**src/rtl/spi_pkg.sv**
```systemverilog
// Shared definitions for the SPI burst master: FSM state encoding, default
// word geometry and the half-period counter width helper.
package spi_pkg;

    localparam int DATA_W_DEF  = 16;
    localparam int N_WORDS_DEF = 6;

    typedef enum logic [2:0] {
        IDLE,
        SETUP,
        SHIFT,
        HOLD,
        GAP,
        DONE
    } spi_state_t;

    // Bits needed to count 0..clk_div-1 system clocks inside one SCLK half-period
    function automatic int hp_cnt_w(input int clk_div);
        return (clk_div <= 2) ? 1 : $clog2(clk_div);
    endfunction

endpackage

```
**src/rtl/spi_bit_engine.sv**
```systemverilog
// One-word SPI mode-0 bit engine: half-period tick generator plus the shared
// TX/RX shift register. The burst FSM in the top decides which phase is
// active; this block only produces SCLK edges and moves bits.
module spi_bit_engine
    import spi_pkg::*;
#(
    parameter int DATA_W  = DATA_W_DEF,
    parameter int CLK_DIV = 4
) (
    input  logic              i_clk,
    input  logic              i_rst_n,
    input  logic              i_en,
    input  logic              i_shift,
    input  logic              i_go,
    input  logic [DATA_W-1:0] i_tx_word,
    input  logic              i_miso,
    output logic              o_tick,
    output logic              o_done,
    output logic [DATA_W-1:0] o_rx_word,
    output logic              o_sclk,
    output logic              o_mosi
);

    localparam int CNT_W = hp_cnt_w(CLK_DIV);
    localparam int HP_W  = $clog2(2 * DATA_W + 1);

    logic [CNT_W-1:0]  r_cnt;
    logic [HP_W-1:0]   r_hp;
    logic [DATA_W-1:0] r_sreg;
    logic              r_sclk;
    logic              r_mosi;
    logic              w_last;
    logic              w_edge;

    // r_hp counts SCLK edges already produced in this word; edge 2*DATA_W is the last fall
    assign o_tick    = i_en && (r_cnt == CNT_W'(CLK_DIV - 1));
    assign w_last    = (r_hp == HP_W'(2 * DATA_W));
    assign w_edge    = o_tick && i_shift && !w_last;
    assign o_done    = o_tick && i_shift && w_last;
    assign o_rx_word = r_sreg;
    assign o_sclk    = r_sclk;
    assign o_mosi    = r_mosi;

    // Half-period divider: free-runs while the burst is active, parks at zero otherwise
    always_ff @(posedge i_clk or negedge i_rst_n) begin
        if (!i_rst_n) begin
            r_cnt <= '0;
        end else if (!i_en || o_tick) begin
            r_cnt <= '0;
        end else begin
            r_cnt <= r_cnt + CNT_W'(1);
        end
    end

    // SCLK/MOSI pins: odd edges raise SCLK, even edges lower it and present the next bit
    always_ff @(posedge i_clk or negedge i_rst_n) begin
        if (!i_rst_n) begin
            r_sclk <= 1'b0;
            r_mosi <= 1'b0;
            r_hp   <= '0;
        end else if (i_go) begin
            r_sclk <= 1'b0;
            r_mosi <= i_tx_word[DATA_W-1];
            r_hp   <= '0;
        end else if (w_edge) begin
            r_hp <= r_hp + HP_W'(1);
            if (!r_hp[0]) begin
                r_sclk <= 1'b1;
            end else begin
                r_sclk <= 1'b0;
                r_mosi <= (r_hp == HP_W'(2 * DATA_W - 1)) ? 1'b0 : r_sreg[DATA_W-1];
            end
        end
    end

    // Shift register: MSB already copied to MOSI at load, so each rise shifts MISO in at the LSB
    always_ff @(posedge i_clk) begin
        if (i_go) begin
            r_sreg <= i_tx_word;
        end else if (w_edge && !r_hp[0]) begin
            r_sreg <= {r_sreg[DATA_W-2:0], i_miso};
        end
    end

endmodule

```
**src/rtl/spi_master_burst.sv**
```systemverilog
// SPI burst master between the Nios PIO exports and the DSP SPI pins.
// A 0->nonzero edge on start_spi in IDLE snapshots the mask and all TX words,
// then each selected word is sent in ascending index order with an inter-word
// gap of max(delay_spi,1) SCLK half-periods; end_spi flags burst completion.
// Build option SPI_LOOPBACK_EN: sample the internal MOSI register instead of
// spi_miso (board self-test); pins and timing are unchanged.
module spi_master_burst
    import spi_pkg::*;
#(
    parameter int DATA_W  = DATA_W_DEF,
    parameter int N_WORDS = N_WORDS_DEF,
    parameter int CLK_DIV = 4
) (
    input  logic                      clk_clk,
    input  logic                      reset_reset_n,
    input  logic [N_WORDS-1:0]        start_spi,
    input  logic [7:0]                delay_spi,
    input  logic [N_WORDS*DATA_W-1:0] tx_data,
    output logic [N_WORDS*DATA_W-1:0] rx_data,
    output logic                      end_spi,
    output logic                      spi_sclk,
    output logic                      spi_mosi,
    input  logic                      spi_miso,
    output logic                      spi_cs_n
);

    localparam int IDX_W = (N_WORDS > 1) ? $clog2(N_WORDS) : 1;

    spi_state_t                r_state;
    spi_state_t                w_state_nxt;
    logic [N_WORDS-1:0]        r_start_q;
    logic [N_WORDS-1:0]        r_pend;
    logic [IDX_W-1:0]          r_idx;
    logic [7:0]                r_gap;
    logic                      r_cs_n;
    logic                      r_end;
    logic [N_WORDS*DATA_W-1:0] r_tx;
    logic [N_WORDS*DATA_W-1:0] r_rx;

    logic                      w_accept;
    logic                      w_go;
    logic                      w_wb;
    logic                      w_tick;
    logic                      w_done;
    logic                      w_run;
    logic                      w_shift;
    logic                      w_miso;
    logic                      w_mosi;
    logic [N_WORDS-1:0]        w_go_mask;
    logic [IDX_W-1:0]          w_go_idx;
    logic [DATA_W-1:0]         w_go_word;
    logic [DATA_W-1:0]         w_rx_word;

    function automatic logic [IDX_W-1:0] lowest_idx(input logic [N_WORDS-1:0] m);
        lowest_idx = '0;
        for (int i = N_WORDS - 1; i >= 0; i--) begin
            if (m[i]) lowest_idx = IDX_W'(i);
        end
    endfunction

    function automatic logic [DATA_W-1:0] pick_word(input logic [N_WORDS*DATA_W-1:0] bus,
                                                    input logic [IDX_W-1:0] idx);
        pick_word = '0;
        for (int i = 0; i < N_WORDS; i++) begin
            if (idx == IDX_W'(i)) pick_word = bus[i*DATA_W +: DATA_W];
        end
    endfunction

    // Only a fresh rising request in IDLE starts a burst; a held or mid-burst mask is ignored
    assign w_accept  = (r_state == IDLE) && (r_start_q == '0) && (start_spi != '0);
    assign w_run     = (r_state == SETUP) || (r_state == SHIFT) || (r_state == HOLD) || (r_state == GAP);
    assign w_shift   = (r_state == SETUP) || (r_state == SHIFT);
    // The first word comes straight off the pins because the snapshot lands on the same edge
    assign w_go_mask = (r_state == IDLE) ? start_spi : r_pend;
    assign w_go_idx  = lowest_idx(w_go_mask);
    assign w_go_word = (r_state == IDLE) ? pick_word(tx_data, w_go_idx) : pick_word(r_tx, w_go_idx);

`ifdef SPI_LOOPBACK_EN
    assign w_miso = w_mosi;
`else
    assign w_miso = spi_miso;
`endif

    spi_bit_engine #(
        .DATA_W  (DATA_W),
        .CLK_DIV (CLK_DIV)
    ) u_bit_engine (
        .i_clk     (clk_clk),
        .i_rst_n   (reset_reset_n),
        .i_en      (w_run),
        .i_shift   (w_shift),
        .i_go      (w_go),
        .i_tx_word (w_go_word),
        .i_miso    (w_miso),
        .o_tick    (w_tick),
        .o_done    (w_done),
        .o_rx_word (w_rx_word),
        .o_sclk    (spi_sclk),
        .o_mosi    (w_mosi)
    );

    assign spi_mosi = w_mosi;
    assign spi_cs_n = r_cs_n;
    assign end_spi  = r_end;
    assign rx_data  = r_rx;

    // Burst sequencing: next state plus word-load and RX write-back strobes
    always_comb begin
        w_state_nxt = r_state;
        w_go        = 1'b0;
        w_wb        = 1'b0;
        unique case (r_state)
            IDLE: begin
                if (w_accept) begin
                    w_state_nxt = SETUP;
                    w_go        = 1'b1;
                end
            end
            SETUP: if (w_tick) w_state_nxt = SHIFT;
            SHIFT: if (w_done) w_state_nxt = HOLD;
            HOLD: begin
                if (w_tick) begin
                    w_wb        = 1'b1;
                    w_state_nxt = (r_pend != '0) ? GAP : DONE;
                end
            end
            GAP: begin
                if (w_tick && (r_gap == 8'd1)) begin
                    w_state_nxt = SETUP;
                    w_go        = 1'b1;
                end
            end
            DONE:    w_state_nxt = IDLE;
            default: w_state_nxt = IDLE;
        endcase
    end

    // Control registers: state, request edge detect, pending mask, gap counter, CS and end flag
    always_ff @(posedge clk_clk or negedge reset_reset_n) begin
        if (!reset_reset_n) begin
            r_state   <= IDLE;
            r_start_q <= '0;
            r_pend    <= '0;
            r_idx     <= '0;
            r_gap     <= 8'd0;
            r_cs_n    <= 1'b1;
            r_end     <= 1'b0;
        end else begin
            r_state   <= w_state_nxt;
            r_start_q <= start_spi;
            r_cs_n    <= !(w_state_nxt inside {SETUP, SHIFT, HOLD});
            if (w_go) begin
                r_idx  <= w_go_idx;
                r_pend <= w_go_mask & ~(N_WORDS'(1) << w_go_idx);
            end
            if (w_accept) begin
                r_end <= 1'b0;
            end else if (w_wb && (r_pend == '0)) begin
                r_end <= 1'b1;
            end
            if (w_wb) begin
                r_gap <= (delay_spi == 8'd0) ? 8'd1 : delay_spi;
            end else if ((r_state == GAP) && w_tick) begin
                r_gap <= r_gap - 8'd1;
            end
        end
    end

    // TX snapshot taken on the accepting edge; later pin changes do not affect the burst
    always_ff @(posedge clk_clk) begin
        if (w_accept) r_tx <= tx_data;
    end

    // RX write-back when CS rises; words not in the burst keep their old contents
    always_ff @(posedge clk_clk or negedge reset_reset_n) begin
        if (!reset_reset_n) begin
            r_rx <= '0;
        end else if (w_wb) begin
            for (int i = 0; i < N_WORDS; i++) begin
                if (r_idx == IDX_W'(i)) r_rx[i*DATA_W +: DATA_W] <= w_rx_word;
            end
        end
    end

endmodule

```
**config.mk**
```make
export PLATFORM = sky130hd
export DESIGN_NAME = spi_master_burst
export DESIGN_NICKNAME = d
export VERILOG_FILES = /design/src/rtl/spi_pkg.sv /design/src/rtl/spi_bit_engine.sv /design/src/rtl/spi_master_burst.sv
export SDC_FILE = /design/constraint.sdc
export NUM_CORES = 1
export LEC_CHECK = 0
export ABC_AREA = 1
export BUFFER_PORTS_ARGS = -buffer_cell sky130_fd_sc_hd__buf_2
export CAP_MARGIN = 15
export CORE_ASPECT_RATIO = 1.4
export CORE_MARGIN = 2
export CORE_UTILIZATION = 55
export DETAILED_ROUTE_END_ITERATION = 10
export GPL_TIMING_DRIVEN = 0
export HOLD_SLACK_MARGIN = 0.08
export PLACE_DENSITY = 0.8
export SKIP_LAST_GASP = 1
export SYNTH_ARGS = -nofsm -noshare
export SYNTH_HDL_FRONTEND = slang
export SYNTH_SLANG_ARGS = --single-unit
export TNS_END_PERCENT = 30
```
**constraint.sdc**
```tcl
create_clock -name clk_clk -period 5.76 [get_ports clk_clk]
set_input_delay 0.576 -clock clk_clk [delete_from_list [all_inputs] [get_ports clk_clk]]
set_output_delay 0.576 -clock clk_clk [all_outputs]
set_load 0.01 [all_outputs]
```
==> Word level (Yosys, flattened, before mapping) <==
Index checks and enable logic that the tools add are counted.
{ "word_totals": {"reg_bits": 246, "in_bits": 113, "output_inout_bits": 100, "word_cells": 134} }
{ "classes": {"add_sub_neg": 3, "n_eq_ne": 21, "shift": 1, "muxes": 49, "bitwise": 2, "n_reduce_logical": 39} }
{ "ops": {"columns": ["op", "n"], "rows": [
  ["2-to-1 mux 16 bit", 15],
  ["2-to-1 mux 3 bit", 11],
  ["equality test 3 x 2 -> 1 bit (second input constant)", 8],
  ["2-to-1 mux 8 bit", 3],
  ["2-to-1 mux 6 bit", 3],
  ["equality test 3 bit (second input constant)", 5],
  ["one-hot mux 3 bit (5 select lines)", 1],
  ["2-to-1 mux 1 bit", 14],
  ["AND reduction 2 bit", 7],
  ["equality test 3 x 1 -> 1 bit (second input constant)", 4],
  ["zero test 6 bit", 2],
  ["nonzero test 6 bit", 2],
  ["logical AND 1 bit", 10],
  ["nonzero test 2 bit", 5],
  ["zero test 3 bit", 3],
  ["equality test 8 x 1 -> 1 bit (second input constant)", 1],
  ["zero test 8 bit", 1],
  ["subtractor 8 x 1 -> 8 bit (second input constant)", 1],
  ["adder 6 x 1 -> 6 bit (second input constant)", 1],
  ["bitwise AND 6 bit", 1],
  ["equality test 6 x 5 -> 1 bit (second input constant)", 1],
  ["equality test 6 bit (second input constant)", 1],
  ["inverter 6 bit", 1],
  ["<< shifter 1 x 3 -> 6 bit (first input constant)", 1],
  ["other kinds (7)", 13]
]} }

==> Longest topological paths before layout <==
Gate-level depths: netlist of the first run.
{ "depth": {"word_depth": 17, "mapped_depth": 18, "ltp_nobuf": 17} }

==> Cells and area by module <==
Synthesis of the first run repeated with hierarchy kept, for this count alone.
{ "hier_totals": {"hier_cells": 1125, "area_unflattened_um2": 10844.2} }
{ "by_module_without_submodules": {"columns": ["mod", "instances", "cells_per_inst", "area_each_um2", "seq_area_each_um2"], "rows": [
  ["spi_master_burst", 1, 981, 9596.7, 5987.0],
  ["spi_bit_engine", 1, 144, 1247.4, 705.7]
]} }

==> Worst setup path after synthesis of the first run <==
Ideal clock, no wire load.
{ "synth_path": {"path_kind": "flip-flop to flip-flop", "startpoint": "register r_state[1]", "endpoint": "register u_bit_engine.r_sreg[0], in the netlist u_bit_engine.o_rx_word[0], enable pin", "setup_ns": 0.411, "arrival_time_ns": 4.359, "required_ns": 5.349, "slack_ns": 0.989, "path_stages_with_launch": 10, "path_buffers": 1, "synth_period_minus_slack_ns": 4.771, "cell_sequence": "dfrtp_1 > nor2_4 > nand2_4 > inv_2 > and3_1 > inv_1 > nand2_1 > inv_2 > clkbuf_1 > o21ai_0"} }
{ "synth_via": {"word_cells_on_any_way": 19, "cone_classes": "4 x eq/ne; 3 x mux; 12 x reduce/logical"} }
{ "synth_lines": {"columns": ["item", "line", "rtl"], "rows": [
  ["start: declaration", "spi_master_burst.sv:29", "spi_state_t r_state;"],
  ["start signal: assignment", "spi_master_burst.sv:149", "r_state <= w_state_nxt;"],
  ["zero test 3 bit", "spi_master_burst.sv:70", "assign w_accept = (r_state == IDLE) && (r_start_q == '0) && (start_spi != '0);"],
  ["logical AND 1 bit (2 in series)", "spi_master_burst.sv:70", null],
  ["named net w_accept", "spi_master_burst.sv:40", "logic w_accept;"],
  ["2-to-1 mux 1 bit", "spi_master_burst.sv:114", "if (w_accept) begin"],
  ["one-hot mux 1 bit (2 select lines)", "spi_master_burst.sv:112", "unique case (r_state)"],
  ["nonzero test 2 bit (no line)", null, null],
  ["end signal: assignment", "spi_bit_engine.sv:79", "r_sreg <= i_tx_word;"],
  ["end signal: assignment", "spi_bit_engine.sv:81", "r_sreg <= {r_sreg[DATA_W-2:0], i_miso};"],
  ["end: declaration", "spi_bit_engine.sv:29", "logic [DATA_W-1:0] r_sreg;"]
]} }
The timed path passes the listed nets, and every way through them passes these cells.
A chain may end at the register's enable or synchronous reset.

==> Final worst setup path of the first run <==
{ "layout_path": {"startpoint": "register r_state[0]", "endpoint": "register u_bit_engine.r_sreg[10], in the netlist u_bit_engine.o_rx_word[10], enable pin"} }
The elaborated chain is that of the path after synthesis.

==> flow_summary.toml, run 1 <==
[status]
status = "complete, no violations"

[yosys]
syn_nets = 1212
synth_edf_count = 112
syn_area_um2 = 10600
synthArstFlopShare_pct = 54.3
synth_cell_types = 45
synth_most_common_cell = "nand2_1"
syn_area_per_cell_um2 = 9.67
synth_area_leader_cell = "edfxtp_1"
synthFlopType = "dfrtp_1"
synthCells = 1094
ys_seq_area_share_pct = 63.2
yosys.area.top_type_share_pct = 31.8
yosys_warnings = 0
synthTopCellsByCount = "nand2_1 (354), dfrtp_1 (132), edfxtp_1 (112), o21ai_0 (108), nand3_1 (83)"
ys_ff_latch = 245
synthTopCellsByArea = "edfxtp_1 (32%), dfrtp_1 (31%), nand2_1 (13%), o21ai_0 (5.1%), nand3_1 (3.9%)"

[floorplan]
io_pins = 213
fp.dieW_um = 121
die_area_um2 = 20400
start_util_pct = 55.5
num_rows = 60
core_um2 = 19100
die_h_um = 168

[sta]
finalClockSkew_ns = 0.0148
worstMarginPinSlew_ns = 0.680
slew_headroom_pct = 54.7
setup_viol = 0
layout_setup_ws_ns = 2.62
hold_viol = 0
min_period_ns = 3.14
rsz0062_at_grt = "false"
hold_slack_ns = 0.181
final.period_utilization_pct = 54.6
fmax_mhz = 318
slew_viol_final = 0

[setup_path]
cp_num_buf_inv = 5
cpMostUsedCell = "inv_2"
r2r-end = "u_bit_engine.o_rx_word[10]"
arrival_ns = 3.36
cp-end-kind = "flip-flop"
reg2reg_slack_ns = 2.62
worstSetupStartpointType = "flip-flop"
cpMaxStageDelayCell = "and3_4"
cp_cell_sequence = "nor2_4 -> nand2_4 -> inv_2 -> and3_4 -> inv_1 -> nand2_1 -> inv_2 -> clkbuf_1 -> o21ai_1 -> buf_4"
reg2reg_depth = 10
cp.required_ns = 5.98
crit-reg2reg-launch = "r_state[0]"
critPathMaxStageDelay_ns = 0.57
worstPathMaxFanout = 39
critical_path.top_delay_family = "simple AND/OR/NAND/NOR gates"
critPathKind = "flip-flop to flip-flop"

[min_path]
hold_path_startpoint = "start_spi[3]"
hold_path_class = "primary input to flip-flop"
whs_path_depth = 1
whs_endpoint = "r_start_q[3]"

[detailed_routing]
wirelength_mm = 29.0
firstDrtPassIters = 5
drt_iter0_drc = 811
ant_nets = 0
wl_met2_mm = 14.7
drc_errors = 0
avgRoutedWirePerCell_um = 18.1
drt-met1-wl_mm = 10.6
met3_length_mm = 2.17
vias_per_cell = 5.64
highest_layer = "met5"
vias = 9048

[cts]
cts-buffers-inserted = 24
tritoncts = "yes"
clk_pin_slew_ns = 0.06
h-tree-depth = 1
clk-insertion-delay-late_ns = 0.52
cts-root-buf = "clkbuf_16"
clock_sinks = 245
postCtsSetupBuffers = 0
clk_path_buf_depth = 3

[power_and_ir_drop]
switching_power_mw = 0.706
pwr-share-seq_pct = 53.4
p_per_area_nw_per_um2 = 268
p_comb_share_pct = 2.7
leakage_nw = 5.93
internal_power_mw = 2.72
p_clk_share_pct = 43.9
switching_share_pct = 20.6
ir_drop_uv = 208

[global_route]
grt_antenna_before_repair = 2
grt_max_degree = 106
grt_usage_pct = 28.3
grt_pass1_wl_mm = 44.9
grt_pass1_vias = 8676
grt-ovfl-total = 0

[placement]
globalplace.congestion = 0.855
place_ws_ns = 2.61
placement.io_buffers = 212
dp_hpwl_mm = 20.9
postPlaceCellArea_um2 = 12000

[cells_and_area]
area_growth_pct = 20.9
final_util_pct = 67.1
drive_above_1_share_pct = 22.8
finalNetCount = 1454
final_area_um2 = 12800

[flow_run]
max_cap_viol_count = 0
==> power groups by stage <==
stage	clock [mW]	sequential [mW]	combinational, mW
after detailed placement	0	1.87	0.0913
after global placement	0	1.87	0.0866
after global routing	1.58	1.83	0.102
after floorplan	0	1.87	0.0122
final	1.51	1.83	0.0926
after CTS	1.51	1.83	0.0924
==> area by class of cell <==
cell class	count	area, um^2
flip-flops and latches	245	6690
fillers	1503	6270
multi-input cells	724	3380
repair buffers	216	1140
clock buffers	41	726
well taps	248	310
inverters	75	284
plain buffers	50	234
clock inverters	3	28.8
diodes	1	2.50
==> stage by stage <==
stage                     total power, mW  TNS (ns)  cells
final                                3.43         0   1603
after global routing                 3.52         0   1603
after CTS                            3.44         0   1602
after detailed placement             1.96         0   1557
after global placement               1.95     -4.53   1554
after floorplan                      1.88         0   1094
==> worst register-to-register path, cell delays in order (launching register included) <==
cell and delay (ns):
dfrtp_1 0.44, nor2_4 0.21, nand2_4 0.11, inv_2 0.19, and3_4 0.57, inv_1 0.08
nand2_1 0.24, inv_2 0.11, clkbuf_1 0.25, o21ai_1 0.35, buf_4 0.30
==> how the worst max path moves through the flow <==
| stage | start | endpoint | slack (ns) | cells after the start |
|---|---|---|---|---|
| global route | r_state[0] | u_bit_engine.o_rx_word[6] | 2.40 | 10 |
| global placement | r_state[1] | u_bit_engine.o_rx_word[10] | -0.28 | 9 |
| floorplan | r_state[1] | u_bit_engine.o_rx_word[0] | 0.99 | 9 |
| CTS | r_state[0] | u_bit_engine.o_rx_word[10] | 2.60 | 10 |
| detailed placement | r_state[0] | u_bit_engine.o_rx_word[9] | 2.61 | 10 |
| finish | r_state[0] | u_bit_engine.o_rx_word[10] | 2.62 | 10 |
==> kinds of logic after synthesis <==
kind of cell               after synthesis  share of synthesized area, %
DFF                                    245                          63.2
and+or+nand+nor                        535                          22.0
buffers and inverters                  125                          4.89
AOI/OAI and AO/OA                      181                          9.07
adders and majority gates                5                         0.591
xor gates and xnor gates                 3                         0.248
==> registers in the layout, summed over array words and instances, names as in the netlist <==
| name | count |
|---|---|
| spi_cs_n | 1 |
| rx_data | 96 |
| r_idx | 3 |
| u_bit_engine.r_cnt | 2 |
| u_bit_engine.r_hp | 6 |
| u_bit_engine.o_mosi | 1 |
| r_state | 3 |
| r_gap | 8 |
| r_start_q | 6 |
| r_tx | 96 |
| end_spi | 1 |
| r_pend | 6 |
| u_bit_engine.o_rx_word | 16 |
==> cells in the final DEF (no fill, tap or decap), drive strengths merged <==
| cell type | instances |
|---|---|
| a31oi | 2 |
| o21bai | 1 |
| dfstp | 1 |
| clkinvlp | 1 |
| nor4 | 4 |
| nand3 | 84 |
| xor2 | 2 |
| a21oi | 39 |
| nor3 | 9 |
| nand3b | 1 |
| nor2 | 31 |
| dfrtp | 132 |
| xnor2 | 1 |
| o31ai | 2 |
| o22ai | 4 |
| diode | 1 |
| nand2 | 361 |
| clkinv | 2 |
| edfxtp | 112 |
| and2 | 1 |
| ha | 5 |
| o2111ai | 1 |
| o21a | 1 |
| and3 | 1 |
| inv | 75 |
| dlygate4sd3 | 1 |
| nor3b | 1 |
| o21ai | 128 |
| o211ai | 1 |
| a41oi | 1 |
| o221ai | 1 |
| buf | 241 |
| clkbuf | 65 |
| nand4 | 42 |
==> per-layer routing <==
metal | track usage [%] | up-vias
li1 | - | 4202
met1 | 34.7 | 4311
met4 | 14.7 | 2
met2 | 49.2 | 451
met5 | 0 | -
met3 | 3.01 | 82
==> repair_timing <==
item                      CTS  global route
hold buffers                1             0
resized for setup           0             0
hold endpoints to repair   27             0
No activity file was read; power rests on OpenSTA's default activity.
==> inputs of run 2 (changes only) <==
--- a/config.mk
+++ b/config.mk
@@ -5,7 +5,7 @@
 export SDC_FILE = /design/constraint.sdc
 export NUM_CORES = 1
 export LEC_CHECK = 0
-export ABC_AREA = 1
+export ABC_AREA = 0
 export BUFFER_PORTS_ARGS = -buffer_cell sky130_fd_sc_hd__buf_2
 export CAP_MARGIN = 15
 export CORE_ASPECT_RATIO = 1.4
==> constraint.sdc (replaced) <==
create_clock -name clk_clk -period 3.3 [get_ports clk_clk]
set_input_delay 0.33 -clock clk_clk [delete_from_list [all_inputs] [get_ports clk_clk]]
set_output_delay 0.33 -clock clk_clk [all_outputs]
set_load 0.01 [all_outputs]
==> flow_summary.toml, run 2 <==
[status]
status = "complete, no violations"

[floorplan]
fp.dieW_um = 121
die_area_um2 = 20500
die_h_um = 168
core_um2 = 19100
start_util_pct = 55.7
num_rows = 60
io_pins = 213

[yosys]
synth_area_leader_cell = "edfxtp_1"
ys_ff_latch = 245
synthTopCellsByArea = "edfxtp_1 (32%), dfrtp_1 (31%), mux2_2 (10%), nand2_1 (2.9%), a21oi_1 (2.7%)"
synthArstFlopShare_pct = 54.3
synthCells = 834
synthTopCellsByCount = "dfrtp_1 (132), edfxtp_1 (112), mux2_2 (98), nand2_1 (83), a21oi_1 (57)"
syn_area_um2 = 10600
synth_most_common_cell = "dfrtp_1"
synth_cell_types = 64
syn_area_per_cell_um2 = 12.7
ys_seq_area_share_pct = 63.0
yosys.area.top_type_share_pct = 31.6
yosys_warnings = 0
synthFlopType = "dfrtp_1"
syn_nets = 952
synth_edf_count = 112

[placement]
place_ws_ns = -0.163
globalplace.congestion = 0.879
dp.cells = 1295
dp_hpwl_mm = 19.8
placement.io_buffers = 212

[setup_path]
cpMaxStageDelayCell = "dlygate4sd3_1"
cp-end-kind = "flip-flop"
cp_cell_sequence = "dlygate4sd3_1 -> buf_2 -> clkbuf_1 -> or4_1 -> nor3_1 -> or3_1 -> o21ai_1 -> buf_2 -> a21o_1"
worstPathMaxFanout = 16
cpMostUsedCell = "buf_2"
critPathMaxStageDelay_ns = 0.54
critical_path.top_delay_family = "buffers and inverters"
critPathKind = "primary input to flip-flop"
worstSetupStartpointType = "primary input"
cp.required_ns = 3.45
cp_num_buf_inv = 4
arrival_ns = 3.29

[detailed_routing]
ant_nets = 0
vias = 8854
drc_errors = 0
wirelength_mm = 31.4
drt_iter0_drc = 917
vias_per_cell = 6.14
firstDrtPassIters = 6
avgRoutedWirePerCell_um = 21.7

[sta]
finalClockSkew_ns = 0.0144
slew_viol_final = 0
worstMarginPinSlew_ns = 1.09
hold_viol = 0
slew_headroom_pct = 26.8
min_period_ns = 3.14
setup_viol = 0
fmax_mhz = 318
layout_setup_ws_ns = 0.160
final.period_utilization_pct = 95.2
rsz0062_at_grt = "false"

[cts]
clock_sinks = 245
tritoncts = "yes"
clk-insertion-delay-late_ns = 0.52
cts-buffers-inserted = 23
clk_pin_slew_ns = 0.07
postCtsSetupBuffers = 0
h-tree-depth = 1
cts-root-buf = "clkbuf_16"
clk_path_buf_depth = 3

[global_route]
grt-ovfl-total = 0
grt_antenna_before_repair = 2
grt_pass1_vias = 8748
grt_pass1_wl_mm = 47.6
grt_max_degree = 104
grt_usage_pct = 30.0

[flow_run]
max_cap_viol_count = 0

[power_and_ir_drop]
ir_drop_uv = 560
p_comb_share_pct = 7.1
p_clk_share_pct = 43.3
p_total_mw = 6.46
internal_power_mw = 5.05
switching_share_pct = 21.9
leakage_nw = 6.17
p_per_area_nw_per_um2 = 465
pwr-share-seq_pct = 49.6
switching_power_mw = 1.41

[cells_and_area]
final_util_pct = 72.8
final_cell_mix = "buf_2 (234), dfrtp_1 (132), edfxtp_1 (112)"
drive_above_1_share_pct = 33.3
finalNetCount = 1293
area_growth_pct = 30.6
layout_commonest_cell = "buf_2"
fin_cells = 1443

[min_path]
hold_path_class = "primary input to flip-flop"
## run 2: cell families after synthesis
kind of cell / count (synthesis) / share of synthesized area [%]
xor gates and xnor gates: 7 / 0.577
buffers and inverters: 59 / 2.67
DFF: 245 / 63.0
and+or+nand+nor: 221 / 9.91
adders and majority gates: 5 / 0.589
muxes: 103 / 10.9
AOI/OAI and AO/OA: 194 / 12.4
## run 2: layout make-up
| class | instances | area, um^2 |
|---|---|---|
| Clock buffer | 34 | 706 |
| Tap cell | 248 | 310 |
| Antenna cell | 3 | 7.51 |
| Clock inverter | 8 | 95.1 |
| Timing Repair Buffer | 316 | 2130 |
| Inverter | 9 | 41.3 |
| Sequential cell | 245 | 6690 |
| Multi-Input combinational cell | 530 | 3650 |
| Fill cell | 1268 | 5190 |
| Buffer | 50 | 250 |
## run 2: path summary, 6_finish.rpt
kind	slack [ns]	from	to	cells past startpoint
hold / removal	0.11	delay_spi[4]	r_gap[4]	3
setup / recovery	0.16	start_spi[1]	u_bit_engine.o_rx_word[7]	9
max in group asynchronous	2.18	reset_reset_n	rx_data[9]	3
min in group asynchronous	0.38	reset_reset_n	r_start_q[3]	2
hold reg to reg	0.44	u_bit_engine.r_cnt[0]	u_bit_engine.r_cnt[0]	1
setup reg to reg	0.17	r_state[1]	u_bit_engine.o_rx_word[7]	6
## run 2: metrics by stage
step | setup TNS, ns | hold WS (ns) | cell area (um^2)
2_1_floorplan | 0 | 0.0344 | 10600
3_3_place_gp | -0.538 | 0.427 | 12000
3_5_place_dp | -0.709 | 0.363 | 12000
4_1_cts | 0 | 0.0945 | 13900
5_1_grt | 0 | 0.119 | 13900
6_report | 0 | 0.112 | 13900
## run 2: tightest hold or removal path, stage by stage
cell and delay (ns):
buf_2 0.10, nor2_1 0.09, a211oi_1 0.05
## run 2: metal layers
layer  wire length [um]  track usage (%)  vias up
met1              11000             35.6     4254
met3               2680             4.38      128
met2              16100             53.6      621
met4               1550             13.7        0
li1                   -                -     3851
met5                  0                0        -
## run 2: timing repair
action | in CTS | in global routing
setup endpoints to repair | 17 | 5
hold buffers | 103 | 0
cloned | 0 | 0
gates resized for setup | 1 | 2
endpoints found under the hold margin | 167 | 0
## run 2: power by group through the flow
stage               Combinational [mW]  Sequential (mW)  Clock [mW]
floorplan                        0.144             3.27           0
global placement                 0.325             3.27           0
detailed placement               0.336             3.27           0
CTS                              0.429             3.21        2.79
global route                     0.484             3.21        2.93
finish                           0.459             3.21        2.79
